$ cat config.mk
export PLATFORM = sky130hd
export DESIGN_NAME = otter_trap_seq_flat
export DESIGN_NICKNAME = d
export VERILOG_FILES = /design/src/rtl/otter_trap_seq_if.sv /design/src/rtl/otter_trap_seq.sv /design/src/flat_wrapper.sv
export SDC_FILE = /design/constraint.sdc
export NUM_CORES = 1
export LEC_CHECK = 0
export CELL_PAD_IN_SITES_DETAIL_PLACEMENT = 0
export CELL_PAD_IN_SITES_GLOBAL_PLACEMENT = 1
export CORE_AREA = 3 3 129 144
export CTS_CLUSTER_SIZE = 28
export DETAILED_ROUTE_END_ITERATION = 8
export DIE_AREA = 0 0 132 147
export GPL_TIMING_DRIVEN = 0
export PLACE_DENSITY_LB_ADDON = 0.25
export SYNTH_ARGS = -nofsm -noshare
export SYNTH_HDL_FRONTEND = slang
export SYNTH_SLANG_ARGS = --single-unit
export TNS_END_PERCENT = 30
$ cat constraint.sdc
create_clock -name i_clk -period 6.75 [get_ports i_clk]
set_clock_uncertainty 0.2 [all_clocks]
set_input_delay 1.35 -clock i_clk [delete_from_list [all_inputs] [get_ports i_clk]]
set_output_delay 1.35 -clock i_clk [all_outputs]
set_load 0.005 [all_outputs]
$ cat src/rtl/otter_trap_seq_if.sv
// Bundle of every non-clock signal between the execute stage and the trap
// sequencer.
//   master modport : core side. It drives the request, PC and CSR snapshot
//                    (i_*) and receives stall, CSR write and redirect (o_*).
//   slave modport  : otter_trap_seq side, with the opposite directions.
// There is no valid/ready pair on this bus. A request is taken in the cycle
// i_valid is high while the sequencer is idle, and o_stall rises in that same
// cycle. While o_stall is high the sequencer ignores every i_* input except
// i_mtvec and i_mepc. It reads those live when it forms the redirect target.
interface otter_trap_seq_if #(
  parameter int XLEN   = 32,
  parameter int EXCP_W = 4
);
  logic              i_valid;
  logic [EXCP_W-1:0] i_excp_sel;
  logic [XLEN-1:0]   i_trap_mtval;
  logic [XLEN-1:0]   i_pc_addr;
  logic              i_mret;
  logic              i_irq;
  logic [XLEN-1:0]   i_mstatus;
  logic [XLEN-1:0]   i_mtvec;
  logic [XLEN-1:0]   i_mepc;
  logic              o_stall;
  logic              o_csr_we;
  logic [11:0]       o_csr_addr;
  logic [XLEN-1:0]   o_csr_wdata;
  logic              o_pc_redirect;
  logic [XLEN-1:0]   o_pc_target;

  modport master (
    output i_valid, i_excp_sel, i_trap_mtval, i_pc_addr, i_mret, i_irq,
           i_mstatus, i_mtvec, i_mepc,
    input  o_stall, o_csr_we, o_csr_addr, o_csr_wdata, o_pc_redirect, o_pc_target
  );

  modport slave (
    input  i_valid, i_excp_sel, i_trap_mtval, i_pc_addr, i_mret, i_irq,
           i_mstatus, i_mtvec, i_mepc,
    output o_stall, o_csr_we, o_csr_addr, o_csr_wdata, o_pc_redirect, o_pc_target
  );
endinterface

$ cat src/rtl/otter_trap_seq.sv
// Machine-mode trap entry and MRET exit sequencer for the OTTER core.
// On a request it stalls the pipeline. It then writes the CSRs one per cycle
// through the single CSR write port and finishes with a one-cycle PC redirect.
// Ports:
//   i_clk       rising-edge clock
//   i_rst_n     asynchronous active-low reset
//   bus         otter_trap_seq_if.slave carrying the request, CSR snapshot,
//               stall, CSR write and redirect signals
//   o_dbg_state current FSM state, exposed for observation
module otter_trap_seq #(
  parameter int              XLEN      = 32,
  parameter int              EXCP_W    = 4,
  parameter logic [XLEN-1:0] IRQ_CAUSE = 32'h8000000B
) (
  input  logic                  i_clk,
  input  logic                  i_rst_n,
  otter_trap_seq_if.slave       bus,
  output logic [2:0]            o_dbg_state
);

  localparam logic [2:0] S_IDLE    = 3'd0;
  localparam logic [2:0] S_W_EPC   = 3'd1;
  localparam logic [2:0] S_W_CAUSE = 3'd2;
  localparam logic [2:0] S_W_TVAL  = 3'd3;
  localparam logic [2:0] S_W_STAT  = 3'd4;
  localparam logic [2:0] S_REDIR   = 3'd5;
  localparam logic [2:0] S_M_STAT  = 3'd6;
  localparam logic [2:0] S_REDIR_M = 3'd7;

  localparam logic [11:0] CSR_MSTATUS = 12'h300;
  localparam logic [11:0] CSR_MEPC    = 12'h341;
  localparam logic [11:0] CSR_MCAUSE  = 12'h342;
  localparam logic [11:0] CSR_MTVAL   = 12'h343;

  // Clears the low two bits of a target address. Any mtvec mode bits are dropped.
  localparam logic [XLEN-1:0] ALIGN_MASK = ~(XLEN'(3));

  // Trap entry: MPIE <= MIE, MIE <= 0, MPP <= M.
  function automatic logic [XLEN-1:0] trap_mstatus(input logic [XLEN-1:0] m);
    logic [XLEN-1:0] s;
    s        = m;
    s[7]     = m[3];
    s[3]     = 1'b0;
    s[12:11] = 2'b11;
    return s;
  endfunction

  // MRET: MIE <= MPIE, MPIE <= 1, MPP stays M (only M-mode is implemented).
  function automatic logic [XLEN-1:0] mret_mstatus(input logic [XLEN-1:0] m);
    logic [XLEN-1:0] s;
    s        = m;
    s[3]     = m[7];
    s[7]     = 1'b1;
    s[12:11] = 2'b11;
    return s;
  endfunction

  logic [2:0]      state_q,     state_d;
  logic [XLEN-1:0] cause_q,     cause_d;
  logic [XLEN-1:0] mtval_q,     mtval_d;
  logic [XLEN-1:0] mstat_q,     mstat_d;
  logic            csr_we_q,    csr_we_d;
  logic [11:0]     csr_addr_q,  csr_addr_d;
  logic [XLEN-1:0] csr_wdata_q, csr_wdata_d;
  logic            redir_q,     redir_d;
  logic [XLEN-1:0] target_q,    target_d;
  logic            accept;

  // The CSR port and redirect outputs are flops loaded with the values that
  // belong to the next state. Every write therefore appears in the cycle its
  // state is active, and every output reads 0 once the FSM is back in IDLE.
  always_comb begin
    state_d     = state_q;
    cause_d     = cause_q;
    mtval_d     = mtval_q;
    mstat_d     = mstat_q;
    csr_we_d    = 1'b0;
    csr_addr_d  = 12'h000;
    csr_wdata_d = '0;
    redir_d     = 1'b0;
    target_d    = '0;
    accept      = 1'b0;
    case (state_q)
      S_IDLE: begin
        if (bus.i_valid) begin
          if (bus.i_excp_sel != '0) begin
            accept      = 1'b1;
            state_d     = S_W_EPC;
            cause_d     = {{(XLEN-EXCP_W){1'b0}}, bus.i_excp_sel};
            mtval_d     = bus.i_trap_mtval;
            mstat_d     = bus.i_mstatus;
            csr_we_d    = 1'b1;
            csr_addr_d  = CSR_MEPC;
            csr_wdata_d = bus.i_pc_addr;
          end else if (bus.i_irq && bus.i_mstatus[3]) begin
            // The interrupted instruction has not executed, so mepc gets its PC.
            accept      = 1'b1;
            state_d     = S_W_EPC;
            cause_d     = IRQ_CAUSE;
            mtval_d     = '0;
            mstat_d     = bus.i_mstatus;
            csr_we_d    = 1'b1;
            csr_addr_d  = CSR_MEPC;
            csr_wdata_d = bus.i_pc_addr;
          end else if (bus.i_mret) begin
            accept      = 1'b1;
            state_d     = S_M_STAT;
            mstat_d     = bus.i_mstatus;
            csr_we_d    = 1'b1;
            csr_addr_d  = CSR_MSTATUS;
            csr_wdata_d = mret_mstatus(bus.i_mstatus);
          end
        end
      end
      S_W_EPC: begin
        state_d     = S_W_CAUSE;
        csr_we_d    = 1'b1;
        csr_addr_d  = CSR_MCAUSE;
        csr_wdata_d = cause_q;
      end
      S_W_CAUSE: begin
        state_d     = S_W_TVAL;
        csr_we_d    = 1'b1;
        csr_addr_d  = CSR_MTVAL;
        csr_wdata_d = mtval_q;
      end
      S_W_TVAL: begin
        state_d     = S_W_STAT;
        csr_we_d    = 1'b1;
        csr_addr_d  = CSR_MSTATUS;
        csr_wdata_d = trap_mstatus(mstat_q);
      end
      S_W_STAT: begin
        state_d  = S_REDIR;
        redir_d  = 1'b1;
        target_d = bus.i_mtvec & ALIGN_MASK;
      end
      S_M_STAT: begin
        state_d  = S_REDIR_M;
        redir_d  = 1'b1;
        target_d = bus.i_mepc & ALIGN_MASK;
      end
      S_REDIR, S_REDIR_M: state_d = S_IDLE;
      default: state_d = S_IDLE;
    endcase
  end

  always_ff @(posedge i_clk or negedge i_rst_n) begin
    if (!i_rst_n) begin
      state_q     <= S_IDLE;
      cause_q     <= '0;
      mtval_q     <= '0;
      mstat_q     <= '0;
      csr_we_q    <= 1'b0;
      csr_addr_q  <= 12'h000;
      csr_wdata_q <= '0;
      redir_q     <= 1'b0;
      target_q    <= '0;
    end else begin
      state_q     <= state_d;
      cause_q     <= cause_d;
      mtval_q     <= mtval_d;
      mstat_q     <= mstat_d;
      csr_we_q    <= csr_we_d;
      csr_addr_q  <= csr_addr_d;
      csr_wdata_q <= csr_wdata_d;
      redir_q     <= redir_d;
      target_q    <= target_d;
    end
  end

  // Stall rises combinationally in the accept cycle and stays high through
  // the redirect cycle.
  assign bus.o_stall       = accept || (state_q != S_IDLE);
  assign bus.o_csr_we      = csr_we_q;
  assign bus.o_csr_addr    = csr_addr_q;
  assign bus.o_csr_wdata   = csr_wdata_q;
  assign bus.o_pc_redirect = redir_q;
  assign bus.o_pc_target   = target_q;
  assign o_dbg_state       = state_q;

endmodule

$ cat src/flat_wrapper.sv
// flat-port wrapper written by rule: the top's interface ports become plain ports
module otter_trap_seq_flat 
#(
  parameter int              XLEN      = 32,
  parameter int              EXCP_W    = 4,
  parameter logic [XLEN-1:0] IRQ_CAUSE = 32'h8000000B
)
  (i_clk, i_rst_n, o_dbg_state, bus_i_valid, bus_i_excp_sel, bus_i_trap_mtval, bus_i_pc_addr, bus_i_mret, bus_i_irq, bus_i_mstatus, bus_i_mtvec, bus_i_mepc, bus_o_stall, bus_o_csr_we, bus_o_csr_addr, bus_o_csr_wdata, bus_o_pc_redirect, bus_o_pc_target);
  otter_trap_seq_if #(.XLEN(XLEN), .EXCP_W(EXCP_W)) bus_i ();
  input  logic i_clk;
  input  logic i_rst_n;
  output logic [2:0] o_dbg_state;
  input wire logic [$bits(bus_i.i_valid)-1:0] bus_i_valid;
  input wire logic [$bits(bus_i.i_excp_sel)-1:0] bus_i_excp_sel;
  input wire logic [$bits(bus_i.i_trap_mtval)-1:0] bus_i_trap_mtval;
  input wire logic [$bits(bus_i.i_pc_addr)-1:0] bus_i_pc_addr;
  input wire logic [$bits(bus_i.i_mret)-1:0] bus_i_mret;
  input wire logic [$bits(bus_i.i_irq)-1:0] bus_i_irq;
  input wire logic [$bits(bus_i.i_mstatus)-1:0] bus_i_mstatus;
  input wire logic [$bits(bus_i.i_mtvec)-1:0] bus_i_mtvec;
  input wire logic [$bits(bus_i.i_mepc)-1:0] bus_i_mepc;
  output wire logic [$bits(bus_i.o_stall)-1:0] bus_o_stall;
  output wire logic [$bits(bus_i.o_csr_we)-1:0] bus_o_csr_we;
  output wire logic [$bits(bus_i.o_csr_addr)-1:0] bus_o_csr_addr;
  output wire logic [$bits(bus_i.o_csr_wdata)-1:0] bus_o_csr_wdata;
  output wire logic [$bits(bus_i.o_pc_redirect)-1:0] bus_o_pc_redirect;
  output wire logic [$bits(bus_i.o_pc_target)-1:0] bus_o_pc_target;
  assign bus_i.i_valid = bus_i_valid;
  assign bus_i.i_excp_sel = bus_i_excp_sel;
  assign bus_i.i_trap_mtval = bus_i_trap_mtval;
  assign bus_i.i_pc_addr = bus_i_pc_addr;
  assign bus_i.i_mret = bus_i_mret;
  assign bus_i.i_irq = bus_i_irq;
  assign bus_i.i_mstatus = bus_i_mstatus;
  assign bus_i.i_mtvec = bus_i_mtvec;
  assign bus_i.i_mepc = bus_i_mepc;
  assign bus_o_stall = bus_i.o_stall;
  assign bus_o_csr_we = bus_i.o_csr_we;
  assign bus_o_csr_addr = bus_i.o_csr_addr;
  assign bus_o_csr_wdata = bus_i.o_csr_wdata;
  assign bus_o_pc_redirect = bus_i.o_pc_redirect;
  assign bus_o_pc_target = bus_i.o_pc_target;
  otter_trap_seq #(.XLEN(XLEN), .EXCP_W(EXCP_W), .IRQ_CAUSE(IRQ_CAUSE)) u_core (.i_clk(i_clk), .i_rst_n(i_rst_n), .bus(bus_i), .o_dbg_state(o_dbg_state));
endmodule
# Word-level counts from Yosys, hierarchy flattened
# Cells that the tools add are included.
# word_totals
wordCells	61
in_bits	169
regBits	177
# classes
n_eq_ne	9
mux	30
reduce_logical	13
# op_table
cell	count
2-to-1 mux 32 bit	11
case mux 32 bit (4 select lines)	1
case mux 32 bit (2 select lines)	1
case mux 12 bit (4 select lines)	1
2-to-1 mux 12 bit	3
case mux 3 bit (7 select lines)	1
== test 3 bit (second input constant)	4
2-to-1 mux 3 bit	4
2-to-1 mux 10 bit	1
== test 3 x 2 -> 1 bit (second input constant)	2
2-to-1 mux 1 bit	6
AND reduction 3 bit	2
nonzero test 3 bit	2
!= test 4 x 2 -> 1 bit (second input constant)	1
nonzero test 4 bit	1
OR reduction 2 bit	2
== test 3 x 1 -> 1 bit (second input constant)	1
zero test 3 bit	1
OR reduction 3 bit	1
!= test 2 bit (second input constant)	1
case mux 1 bit (2 select lines)	1
AND reduction 2 bit	1
nonzero test 2 bit	1
logical AND 1 bit	1
logical OR 1 bit	1

# Longest topological paths before layout
# Gate-level depths: netlist of run 1.
# depth
ltp_word	6
mapped_depth	6

# Worst setup path before layout of run 1
# OpenSTA, ideal clock, no wires.
# synth_path
path_type	in2out
start	input bus_i_excp_sel[1]
end	output bus_o_stall
setup_slack_ps	2494
cell_stages	5
arrival_ps	2706
cell_sequence	or4_4 clkbuf_1 buf_2 o31ai_1 nand3b_1
# synth_between
elab_chain_cells	5
# synth_lines
element	line	source
from (decl)	flat_wrapper.sv:14	input wire logic [$bits(bus_i.i_excp_sel)-1:0] bus_i_excp_sel;
nonzero test 4 bit	otter_trap_seq.sv:86	if (bus.i_excp_sel != '0) begin
2-to-1 mux 1 bit	otter_trap_seq.sv:86	
2-to-1 mux 1 bit	otter_trap_seq.sv:85	if (bus.i_valid) begin
2-to-1 mux 1 bit	otter_trap_seq.sv:83	case (state_q)
logical OR 1 bit	otter_trap_seq.sv:174	assign bus.o_stall = accept || (state_q != S_IDLE);
to (decl)	flat_wrapper.sv:22	output wire logic [$bits(bus_i.o_stall)-1:0] bus_o_stall;
# Every way passes these cells.

# Worst setup path after layout of run 1
# Ends and elaborated chain as after synthesis.

==> results of run 1 <==
[sequential cells by signal (all words and copies together) (netlist names)]
| register | count |
|---|---|
| u_core.mtval_q | 32 |
| u_core.bus.o_pc_target | 30 |
| u_core.bus.o_csr_wdata | 32 |
| u_core.cause_q | 5 |
| u_core.o_dbg_state | 3 |
| u_core.bus.o_csr_addr | 4 |
| u_core.bus.o_pc_redirect | 1 |
| u_core.mstat_q | 29 |
| u_core.bus.o_csr_we | 1 |
[cells in the final DEF (no fill, tap or decap), drive strengths merged, types with 2 or more instances in the layout]
| cell type | synthesis | layout |
|---|---|---|
| o22a | 3 | 3 |
| o221ai | 4 | 4 |
| a22o | 32 | 32 |
| clkdlybuf4s50 | 0 | 233 |
| nand4 | 2 | 2 |
| clkbuf | 23 | 47 |
| a22oi | 4 | 4 |
| bufinv | 0 | 3 |
| conb | 1 | 9 |
| mux2i | 55 | 55 |
| or4 | 5 | 5 |
| inv | 4 | 4 |
| mux2 | 34 | 34 |
| nor4 | 26 | 26 |
| a21oi | 5 | 5 |
| dfrtp | 137 | 137 |
| a311o | 25 | 25 |
| clkinv | 0 | 5 |
| buf | 34 | 36 |
| a211oi | 2 | 2 |
| nand3b | 3 | 3 |
| o211ai | 8 | 8 |
| nand2 | 36 | 36 |
| nor2 | 62 | 62 |
| o21ai | 2 | 2 |
[routing by layer]
| layer | share of wire (%) | vias to the layer above | track usage, % | routed length [µm] |
|---|---|---|---|---|
| met1 | 40 | 2632 | 26.05 | 8203 |
| met5 | 0 | - | 0 | 0 |
| li1 | - | 2402 | - | - |
| met4 | 1.6 | 0 | 7.668 | 322 |
| met2 | 49 | 278 | 34.47 | 9957 |
| met3 | 9.0 | 20 | 7.295 | 1831 |
[path summary, 6_finish.rpt]
path | start | end | slack (ns) | cells past startpoint
hold reg to reg | u_core.cause_q[1] | u_core.cause_q[1] | 0.29 | 1
setup / recovery | bus_i_excp_sel[1] | bus_o_stall | 1.29 | 7
setup reg to reg | u_core.o_dbg_state[0] | u_core.bus.o_csr_wdata[20] | 4.20 | 6
max in group asynchronous | i_rst_n | u_core.o_dbg_state[2] | 4.87 | 2
min in group asynchronous | i_rst_n | u_core.mstat_q[16] | 0.67 | 1
hold / removal | u_core.cause_q[1] | u_core.cause_q[1] | 0.29 | 1
[cells by family (layout without fill, tap and decap cells)]
logic type,count (synthesis),in the layout
compound gates,89,89
flops,137,137
buf+inv,61,328
other cells,1,9
mux,89,89
simple gates,139,139
xor+xnor,1,1
[per-stage QoR]
| step | power (mW) | TNS [ns] | setup slack [ns] |
|---|---|---|---|
| finish | 3.761 | 0 | 1.291 |
| global route | 3.979 | 0 | 1.113 |
| CTS | 3.790 | 0 | 1.263 |
| detailed placement | 2.830 | 0 | 1.278 |
| global placement | 2.792 | -181.48 | -1.337 |
| floorplan | 2.160 | 0 | 2.494 |
[cell type report]
class | count | area share, %
Sequential cell | 137 | 36.32
Multi-Input combinational cell | 327 | 25.90
Timing Repair Buffer | 235 | 25.12
Clock buffer | 24 | 4.997
Buffer | 57 | 3.154
Tap cell | 234 | 3.101
Clock inverter | 8 | 1.259
Inverter | 4 | 0.1590
[where the power goes]
part / switching [mW] / internal (mW) / total, mW
sequential: 0.152 / 1.15 / 1.30
clock: 0.345 / 0.599 / 0.944
combinational: 0.678 / 0.834 / 1.51
[worst max-delay path, stage by stage]
cell and delay [ns]:
sky130_fd_sc_hd__clkdlybuf4s50_1 0.48, sky130_fd_sc_hd__or4_4 0.58, sky130_fd_sc_hd__clkbuf_1 0.26, sky130_fd_sc_hd__buf_2 0.27, sky130_fd_sc_hd__o31ai_1 0.37, sky130_fd_sc_hd__nand3b_1 0.12
sky130_fd_sc_hd__clkdlybuf4s50_1 0.48
==> results.cfg, run 1 <==
[timing]
timing.final.crit_period_ns = 5.459
timing.final.setup_violations = 0
rsz0062_at_grt = no
timing_worst_slew_pin_value_ns = 0.9565
timing.max_slew.rel_slack_pct = 35.65
fmax_ghz = 0.1832
hold_slack_ns = 0.2915
finalCritPeriodShare_pct = 80.88
timing_max_transition_violations_final = 0
timing_hold_violations_final = 0

[yosys]
synth-compound-area-share_pct = 12.48
ys_warn_count = 0
yosys.area.top_type_share_pct = 55.69
synthFlopType = sky130_fd_sc_hd__dfrtp_1
synth_async_sr_flop_share_pct = 100.0
syn-instance-count = 517
synth-adder-area-share_pct = 0
synth.mux.area_fraction_pct = 15.77
syn_area_per_cell_um2 = 11.91
ys_seq_area_share_pct = 55.69
syn-cell-area_mm2 = 0.006156
synth_simple_gate_area_share_pct = 10.77
post-synth-top-count-cell = sky130_fd_sc_hd__dfrtp_1
synth.lib_cells_used.distinct = 38
synth.area.top_cells = sky130_fd_sc_hd__dfrtp_1, sky130_fd_sc_hd__mux2i_1, sky130_fd_sc_hd__a22o_1
synth-edff-count = 0
post_synth_xor_area_fraction_pct = 0.1423
post_synth_most_frequent_cells = sky130_fd_sc_hd__dfrtp_1, sky130_fd_sc_hd__nor2_1, sky130_fd_sc_hd__mux2i_1
synthDominantAreaCellType = sky130_fd_sc_hd__dfrtp_1
synth.ff_latch_count = 137
synth_top_family_by_area = multiplexers

[worst_setup_path]
critical_path_maximum_fanout = 10
timing.critical_path.from_type = input port
criticalPathCategory = in -> out
cp-end-kind = output pin
cp_data_required_time_ns = 5.20
worstPathArrival_ns = 3.91

[cells_and_area]
final-seq-area_mm2 = 0.003428
area_used_by_multi_input_combinational_logic_mm2 = 0.002445
area_delta_synth_final_pct = 53.35
fill_cells = 1476
layout.cell_area.non_filler_mm2 = 0.009440
layout-drive-gt1-share_pct = 11.87
layoutNonFillerInstCount = 1026
antenna-diode-count = 0
postLayoutCoreUtil_pct = 55.27
design.final.nets = 948

[cts]
cts.root.buffer_cell = sky130_fd_sc_hd__clkbuf_16
numCtsBuffers = 17
ctsLongestPathBuffers = 2
cts_hold_buf = 0
quantity_of_gates_resized_following_cts = 0
clkSinkCount = 137
clkTransAtPathRegs_ns = 0.06
htree_num_levels = 4
clock_latency_late_sink_ns = 0.41
post_cts_buffers = 0
cts_tree = built

[route]
post-route-drc-count = 0
dr.first_iter.drc_count = 304
routed_wire_length_per_instance_um = 19.80
drt_pre_antenna_iters = 5
route.vias.total = 5332
finalWirelength_um = 20310
number_of_nets_still_failing_antenna_checks_after_routing = 0
via_per_inst = 5.197

[floorplan]
die_h_um = 147
floorplan.rows = 50
core_area_mm2 = 0.01708
die_width_um = 132
boundaryPins = 251
floorplan.initialDensity_pct = 36.04
floorplan.die_area_mm2 = 0.01940

[grt]
grt_first_pass_wirelength_um = 32000
pin_count_of_the_biggest_net_entering_global_routing = 86
antenna_found_initial = 0
first_global_vias = 5812
groute.usage.overall_pct = 21.12
globalRouteOverflowTotal = 0

[place]
dpl.hpwl_um = 14820
dp_area_mm2 = 0.008850
dp_cells = 994
place.gp.congestion = 0.8642
portBuffers = 234

[power_and_ir_drop]
leakagePower_nw = 4.102
power.density_cell_area_mw_per_mm2 = 398.4
power.ir.vdd_worst_mv = 0.2312

[outcome]
outcome = finished, final reports clean

[job]
cap_viol_max_count = 0

[hold_path]
hold_path_class = reg -> reg
No activity file was read; power rests on OpenSTA's default activity.
==> inputs of run 2 (changes only) <==
--- a/config.mk
+++ b/config.mk
@@ -7,10 +7,10 @@
 export LEC_CHECK = 0
 export CELL_PAD_IN_SITES_DETAIL_PLACEMENT = 0
 export CELL_PAD_IN_SITES_GLOBAL_PLACEMENT = 1
-export CORE_AREA = 3 3 129 144
+export CORE_AREA = 3 3 135 150
 export CTS_CLUSTER_SIZE = 28
 export DETAILED_ROUTE_END_ITERATION = 8
-export DIE_AREA = 0 0 132 147
+export DIE_AREA = 0 0 138 153
 export GPL_TIMING_DRIVEN = 0
 export PLACE_DENSITY_LB_ADDON = 0.25
 export SYNTH_ARGS = -nofsm -noshare
==> constraint.sdc (replaced) <==
create_clock -name i_clk -period 5.7 [get_ports i_clk]
set_clock_uncertainty 0.2 [all_clocks]
set_input_delay 1.14 -clock i_clk [delete_from_list [all_inputs] [get_ports i_clk]]
set_output_delay 1.14 -clock i_clk [all_outputs]
set_load 0.005 [all_outputs]
==> run 2 against run 1 <==
Compared with the run above:
- core utilization fell by 5.0 points
- register-to-register slack got worse by 0.97 ns
- largest power group unchanged
- die area rose by 8.8%
- cell count rose by 1.3%
- non-clock buffer count did not move
- sequential power rose by 19%
- critical endpoint unchanged
- first-iteration DRC count rose by 6.3%
- total power rose by 21%
- routed wire length rose by 0.38%
- clock power rose by 30%
- critical path depth did not move
- flip-flop and latch count did not move
==> results.cfg, run 2 (synthesized netlist as in run 1, its figures left out) <==
[outcome]
outcome = finished, final reports clean

[floorplan]
floorplan.rows = 53
die_h_um = 153
core_area_mm2 = 0.01897
boundaryPins = 251
floorplan.die_area_mm2 = 0.02111
die_width_um = 138
floorplan.initialDensity_pct = 32.46

[route]
via_per_inst = 5.034
route.vias.total = 5230
post-route-drc-count = 0
finalWirelength_um = 20390
routed_wire_length_per_instance_um = 19.63
number_of_nets_still_failing_antenna_checks_after_routing = 0
dr.first_iter.drc_count = 323
drt_pre_antenna_iters = 4

[power_and_ir_drop]
share_clk_of_total_power_pct = 27.1
internal_power_mw = 3.166
p_sw_share_pct = 30.61
leakagePower_nw = 4.123
power.total_mw = 4.563
pwr-share-comb_pct = 39.1
power.density_cell_area_mw_per_mm2 = 478.8
power.ir.vdd_worst_mv = 0.2143
switchingPower_mw = 1.397
seqPwrFrac_pct = 33.9

[timing]
final.setup.tns_ns = 0
timing_max_transition_violations_final = 0
timing_worst_slew_pin_value_ns = 0.9065
timing.final.setup_violations = 0
finalCritPeriodShare_pct = 89.03
timing.max_slew.rel_slack_pct = 39.56
timing_hold_violations_final = 0
fmax_ghz = 0.1971
rsz0062_at_grt = no
timing.final.crit_period_ns = 5.075

[cts]
ctsLongestPathBuffers = 2
quantity_of_gates_resized_following_cts = 0
cts_tree = built
clkTransAtPathRegs_ns = 0.06
numCtsBuffers = 17
htree_num_levels = 4
post_cts_buffers = 0
cts.root.buffer_cell = sky130_fd_sc_hd__clkbuf_16
cts_hold_buf = 0
clock_latency_late_sink_ns = 0.41
clkSinkCount = 137

[grt]
globalRouteOverflowTotal = 0
grt_first_pass_wirelength_um = 32400
groute.usage.overall_pct = 19.43
first_global_vias = 5846
antenna_found_initial = 0
pin_count_of_the_biggest_net_entering_global_routing = 85

[worst_setup_path]
cp-end-kind = output pin
worstPathArrival_ns = 3.73
timing.critical_path.from_type = input port
cp_data_required_time_ns = 4.36
slowest_delay_ns = 0.57
critical_path_maximum_fanout = 10
path_cells = clkdlybuf4s50_1 > or4_4 > clkbuf_1 > buf_2 > o31ai_1 > nand3b_1 > clkdlybuf4s50_1
timing.critical_path.slowest_stage_cell = sky130_fd_sc_hd__or4_4
criticalPathCategory = in -> out
path_common_cell = sky130_fd_sc_hd__clkdlybuf4s50_1

[cells_and_area]
final-seq-area_mm2 = 0.003428
layout.cells.most_common_list = sky130_fd_sc_hd__clkdlybuf4s50_1, sky130_fd_sc_hd__dfrtp_1, sky130_fd_sc_hd__nor2_1
design.final.nets = 948
area_used_by_multi_input_combinational_logic_mm2 = 0.002445
layout_commonest_cell = sky130_fd_sc_hd__clkdlybuf4s50_1
fill_cells = 1705
layout-drive-gt1-share_pct = 12.25
layoutNonFillerInstCount = 1039
antenna-diode-count = 0
area_delta_synth_final_pct = 54.82

[place]
place.gp.congestion = 0.8268
portBuffers = 234
dp_cells = 1007
dpl.hpwl_um = 15090

[hold_path]
hold_path_class = reg -> reg

[job]
cap_viol_max_count = 0
==> run 2: cell types whose count changed in the layout (fill, tap and decap cells not counted), sizes merged <==
cell,delta
clkbuf,-2
bufinv,+2
clkinvlp,+3
clkinv,-3
==> run 2: path summary, 6_finish.rpt <==
| path | startpoint | slack [ns] | end | cells after the start |
|---|---|---|---|---|
| min reg2reg | u_core.cause_q[3] | 0.30 | u_core.cause_q[3] | 1 |
| max | bus_i_excp_sel[1] | 0.63 | bus_o_stall | 7 |
| min in group asynchronous | i_rst_n | 0.48 | u_core.bus.o_csr_wdata[10] | 1 |
| max in group asynchronous | i_rst_n | 4.03 | u_core.bus.o_csr_addr[8] | 2 |
| min | u_core.cause_q[3] | 0.30 | u_core.cause_q[3] | 1 |
| max reg2reg | u_core.o_dbg_state[0] | 3.23 | u_core.bus.o_csr_wdata[27] | 6 |
==> run 2: worst max-delay path: cells and delay by family <==
family | cells | cell delay (ns)
AOI/OAI and AO/OA | 1 | 0.40
buffers and inverters | 4 | 1.49
and+or+nand+nor | 2 | 0.70
==> run 2: power groups by stage <==
stage / sequential (mW) / clock [mW] / combinational [mW]
final: 1.55 / 1.23 / 1.78
after global routing: 1.59 / 1.30 / 1.94
after CTS: 1.55 / 1.26 / 1.81
after detailed placement: 1.56 / 0 / 1.80
after global placement: 1.55 / 0 / 1.77
after floorplan: 1.53 / 0 / 1.03
==> run 2: cell type report <==
cell class / count / area share (%)
Inverter: 4 / 0.1575
Clock buffer: 22 / 4.976
Multi-Input combinational cell: 327 / 25.65
Clock inverter: 10 / 1.996
Buffer: 57 / 3.125
Tap cell: 247 / 3.243
Timing Repair Buffer: 235 / 24.88
Sequential cell: 137 / 35.97
==> run 2: metrics by stage <==
stage          utilization (%)  instance area (µm²)  setup slack, ns  hold slack, ns
3_5_place_dp             46.75                 8866           0.6242          0.2865
5_1_grt                  50.25                 9530           0.4620          0.3113
3_3_place_gp             46.60                 8837           -2.226          0.2829
6_report                 50.25                 9530           0.6253          0.2977
2_1_floorplan                -                 6186            1.864          0.2604
4_1_cts                  50.25                 9530           0.6142          0.2991
==> run 2: per-layer routing <==
layer  global-route usage [%]  routed length (µm)  vias up
met3                    7.196                1865       18
met2                    32.56                9985      227
met1                    23.33                8272     2590
li1                         -                   -     2395
met4                    6.118                 267        0
met5                        0                   0        -
==> inputs of run 3 (changes only) <==
--- a/config.mk
+++ b/config.mk
@@ -7,10 +7,10 @@
 export LEC_CHECK = 0
 export CELL_PAD_IN_SITES_DETAIL_PLACEMENT = 0
 export CELL_PAD_IN_SITES_GLOBAL_PLACEMENT = 1
-export CORE_AREA = 3 3 135 150
+export CORE_AREA = 3 3 141 157
 export CTS_CLUSTER_SIZE = 28
 export DETAILED_ROUTE_END_ITERATION = 8
-export DIE_AREA = 0 0 138 153
+export DIE_AREA = 0 0 144 160
 export GPL_TIMING_DRIVEN = 0
 export PLACE_DENSITY_LB_ADDON = 0.25
 export SYNTH_ARGS = -nofsm -noshare
==> constraint.sdc (replaced) <==
create_clock -name i_clk -period 4.5 [get_ports i_clk]
set_clock_uncertainty 0.2 [all_clocks]
set_input_delay 0.9 -clock i_clk [delete_from_list [all_inputs] [get_ports i_clk]]
set_output_delay 0.9 -clock i_clk [all_outputs]
set_load 0.005 [all_outputs]
==> run 3 against run 2 <==
Compared with the run above:
- core utilization fell by 4.2 points
- largest power group unchanged
- critical path type unchanged
- flip-flop and latch count did not move
- non-clock buffer count is 1 lower
- largest cell class unchanged
- first-iteration DRC count fell by 30%
- critical endpoint unchanged
==> results.cfg, run 3 (synthesized netlist as in run 1, its figures left out) <==
[outcome]
outcome = finished, final reports clean

[timing]
timing_hold_violations_final = 0
hold_slack_ns = 0.2680
timing.final.crit_period_ns = 4.319
timing.max_slew.rel_slack_pct = 40.55
timing_worst_slew_pin_value_ns = 0.8836
rsz0062_at_grt = no
fmax_ghz = 0.2315
timing_max_transition_violations_final = 0
finalCritPeriodShare_pct = 95.98
timing.final.setup_violations = 0
worst_slack_ns = 0.1809

[route]
route.vias.total = 5205
number_of_nets_still_failing_antenna_checks_after_routing = 0
post-route-drc-count = 0
dr.first_iter.drc_count = 226
drt_pre_antenna_iters = 4
finalWirelength_um = 20790
via_per_inst = 4.971
routed_wire_length_per_instance_um = 19.86

[worst_setup_path]
critical_path_maximum_fanout = 10
crit-reg2reg-capture = u_core.bus.o_csr_wdata[22]
worstPathArrival_ns = 3.22
launching_instance_or_port_of_the_critical_path = bus_i_mstatus[3]
timing.critical_path.from_type = input port
path_buf_inv = 4
cp_num_cells = 7
timing.reg2reg.setup_slack_ns = 1.95
endpoint = bus_o_stall
path_cells = clkdlybuf4s50_1 > and2_1 > clkbuf_1 > buf_1 > o31ai_2 > nand3b_1 > clkdlybuf4s50_1
startpoint_of_the_lowest_slack_register_to_register_path = u_core.o_dbg_state[0]
timing.critical_path.slowest_stage_cell = sky130_fd_sc_hd__clkdlybuf4s50_1
critical-path-top-delay-family = buffers and inverters
path_common_cell = sky130_fd_sc_hd__clkdlybuf4s50_1
cp_data_required_time_ns = 3.40
criticalPathCategory = in -> out
slowest_delay_ns = 0.51
rr_worst_depth = 6
cp-end-kind = output pin

[grt]
globalRouteOverflowTotal = 0
antenna_found_initial = 0
grt_first_pass_wirelength_um = 31930
first_global_vias = 5738
pin_count_of_the_biggest_net_entering_global_routing = 72
groute.usage.overall_pct = 18.11

[cells_and_area]
fill_cells = 1877
postLayoutCoreUtil_pct = 46.07
area_delta_synth_final_pct = 54.00
layout_commonest_cell = sky130_fd_sc_hd__clkdlybuf4s50_1
antenna-diode-count = 0
design.final.nets = 947
layout-drive-gt1-share_pct = 12.52
layout.cells.most_common_list = sky130_fd_sc_hd__clkdlybuf4s50_1, sky130_fd_sc_hd__dfrtp_1, sky130_fd_sc_hd__nor2_1

[job]
cap_viol_max_count = 0

[cts]
numCtsBuffers = 17
post_cts_buffers = 0
ctsLongestPathBuffers = 2
cts_hold_buf = 0
cts_tree = built
cts.root.buffer_cell = sky130_fd_sc_hd__clkbuf_16
htree_num_levels = 4
clock_latency_late_sink_ns = 0.42
clkSinkCount = 137
clkTransAtPathRegs_ns = 0.06

[place]
place.gp.congestion = 0.8373
dpl.hpwl_um = 15480
portBuffers = 234
dp_worst_setup_slack_ns = -0.08962

[floorplan]
floorplan.die_area_mm2 = 0.02304
floorplan.rows = 55
die_h_um = 160
boundaryPins = 251
die_width_um = 144
floorplan.initialDensity_pct = 29.92
core_area_mm2 = 0.02058

[power_and_ir_drop]
seqPwrFrac_pct = 34.6
internal_power_mw = 3.855
power.ir.vdd_worst_mv = 0.2730
pwr-share-comb_pct = 40.0
switchingPower_mw = 1.810
p_sw_share_pct = 31.94
leakagePower_nw = 4.101
power.density_cell_area_mw_per_mm2 = 597.5
share_clk_of_total_power_pct = 25.4

[hold_path]
hold_path_class = in -> async
-- run 3: cell count changes in the layout (fill, tap and decap cells not counted), sizes merged --
cell | previous run | this run
inv | 4 | 6
clkinv | 2 | 7
clkbuf | 45 | 40
bufinv | 5 | 3
clkinvlp | 3 | 2
-- run 3: metal layers --
metal  global-route usage [%]  wire length, µm
met1                    22.61             8561
met2                    29.72             9980
met3                    5.930             1861
met4                    5.479              391
met5                        0                0
-- run 3: worst min path at each step --
stage,start,to,cells past startpoint
6_report,i_rst_n,u_core.bus.o_csr_wdata[16],1
5_1_grt,u_core.mtval_q[30],u_core.mtval_q[30],1
4_1_cts,i_rst_n,u_core.bus.o_csr_wdata[16],1
3_5_place_dp,u_core.mtval_q[0],u_core.mtval_q[0],1
3_3_place_gp,u_core.mstat_q[0],u_core.mstat_q[0],1
2_1_floorplan,u_core.cause_q[0],u_core.cause_q[0],1
-- run 3: layout make-up --
class | count | area, µm² | area share (%)
Buffer | 56 | 294.0 | 3.101
Clock buffer | 18 | 429.2 | 4.527
Clock inverter | 14 | 172.7 | 1.821
Inverter | 4 | 15.01 | 0.1584
Multi-Input combinational cell | 327 | 2450 | 25.84
Sequential cell | 137 | 3428 | 36.16
Tap cell | 256 | 320.3 | 3.379
Timing Repair Buffer | 235 | 2371 | 25.01
-- run 3: power groups by stage --
stage                     logic [mW]  registers, mW  clock network, mW
after global routing            2.48           2.01               1.52
after global placement          2.26           1.96                  0
after CTS                       2.31           1.96               1.46
after detailed placement        2.29           1.98                  0
after floorplan                 1.30           1.94                  0
final                           2.27           1.96               1.44
-- run 3: stage by stage --
stage | power (mW) | cell area (µm²) | cells | TNS [ns]
after floorplan | 3.240 | 6186 | 525 | 0
after global placement | 4.220 | 8848 | 1015 | -434.61
after detailed placement | 4.268 | 8877 | 1016 | -0.08962
after CTS | 5.731 | 9480 | 1047 | 0
after global routing | 6.010 | 9480 | 1047 | 0
final | 5.665 | 9480 | 1047 | 0
-- run 3: timing repair --
action,4_1_cts,5_1_grt
hold endpoints to repair,0,0
endpoints found under the setup margin,1,0
resized for setup,1,0
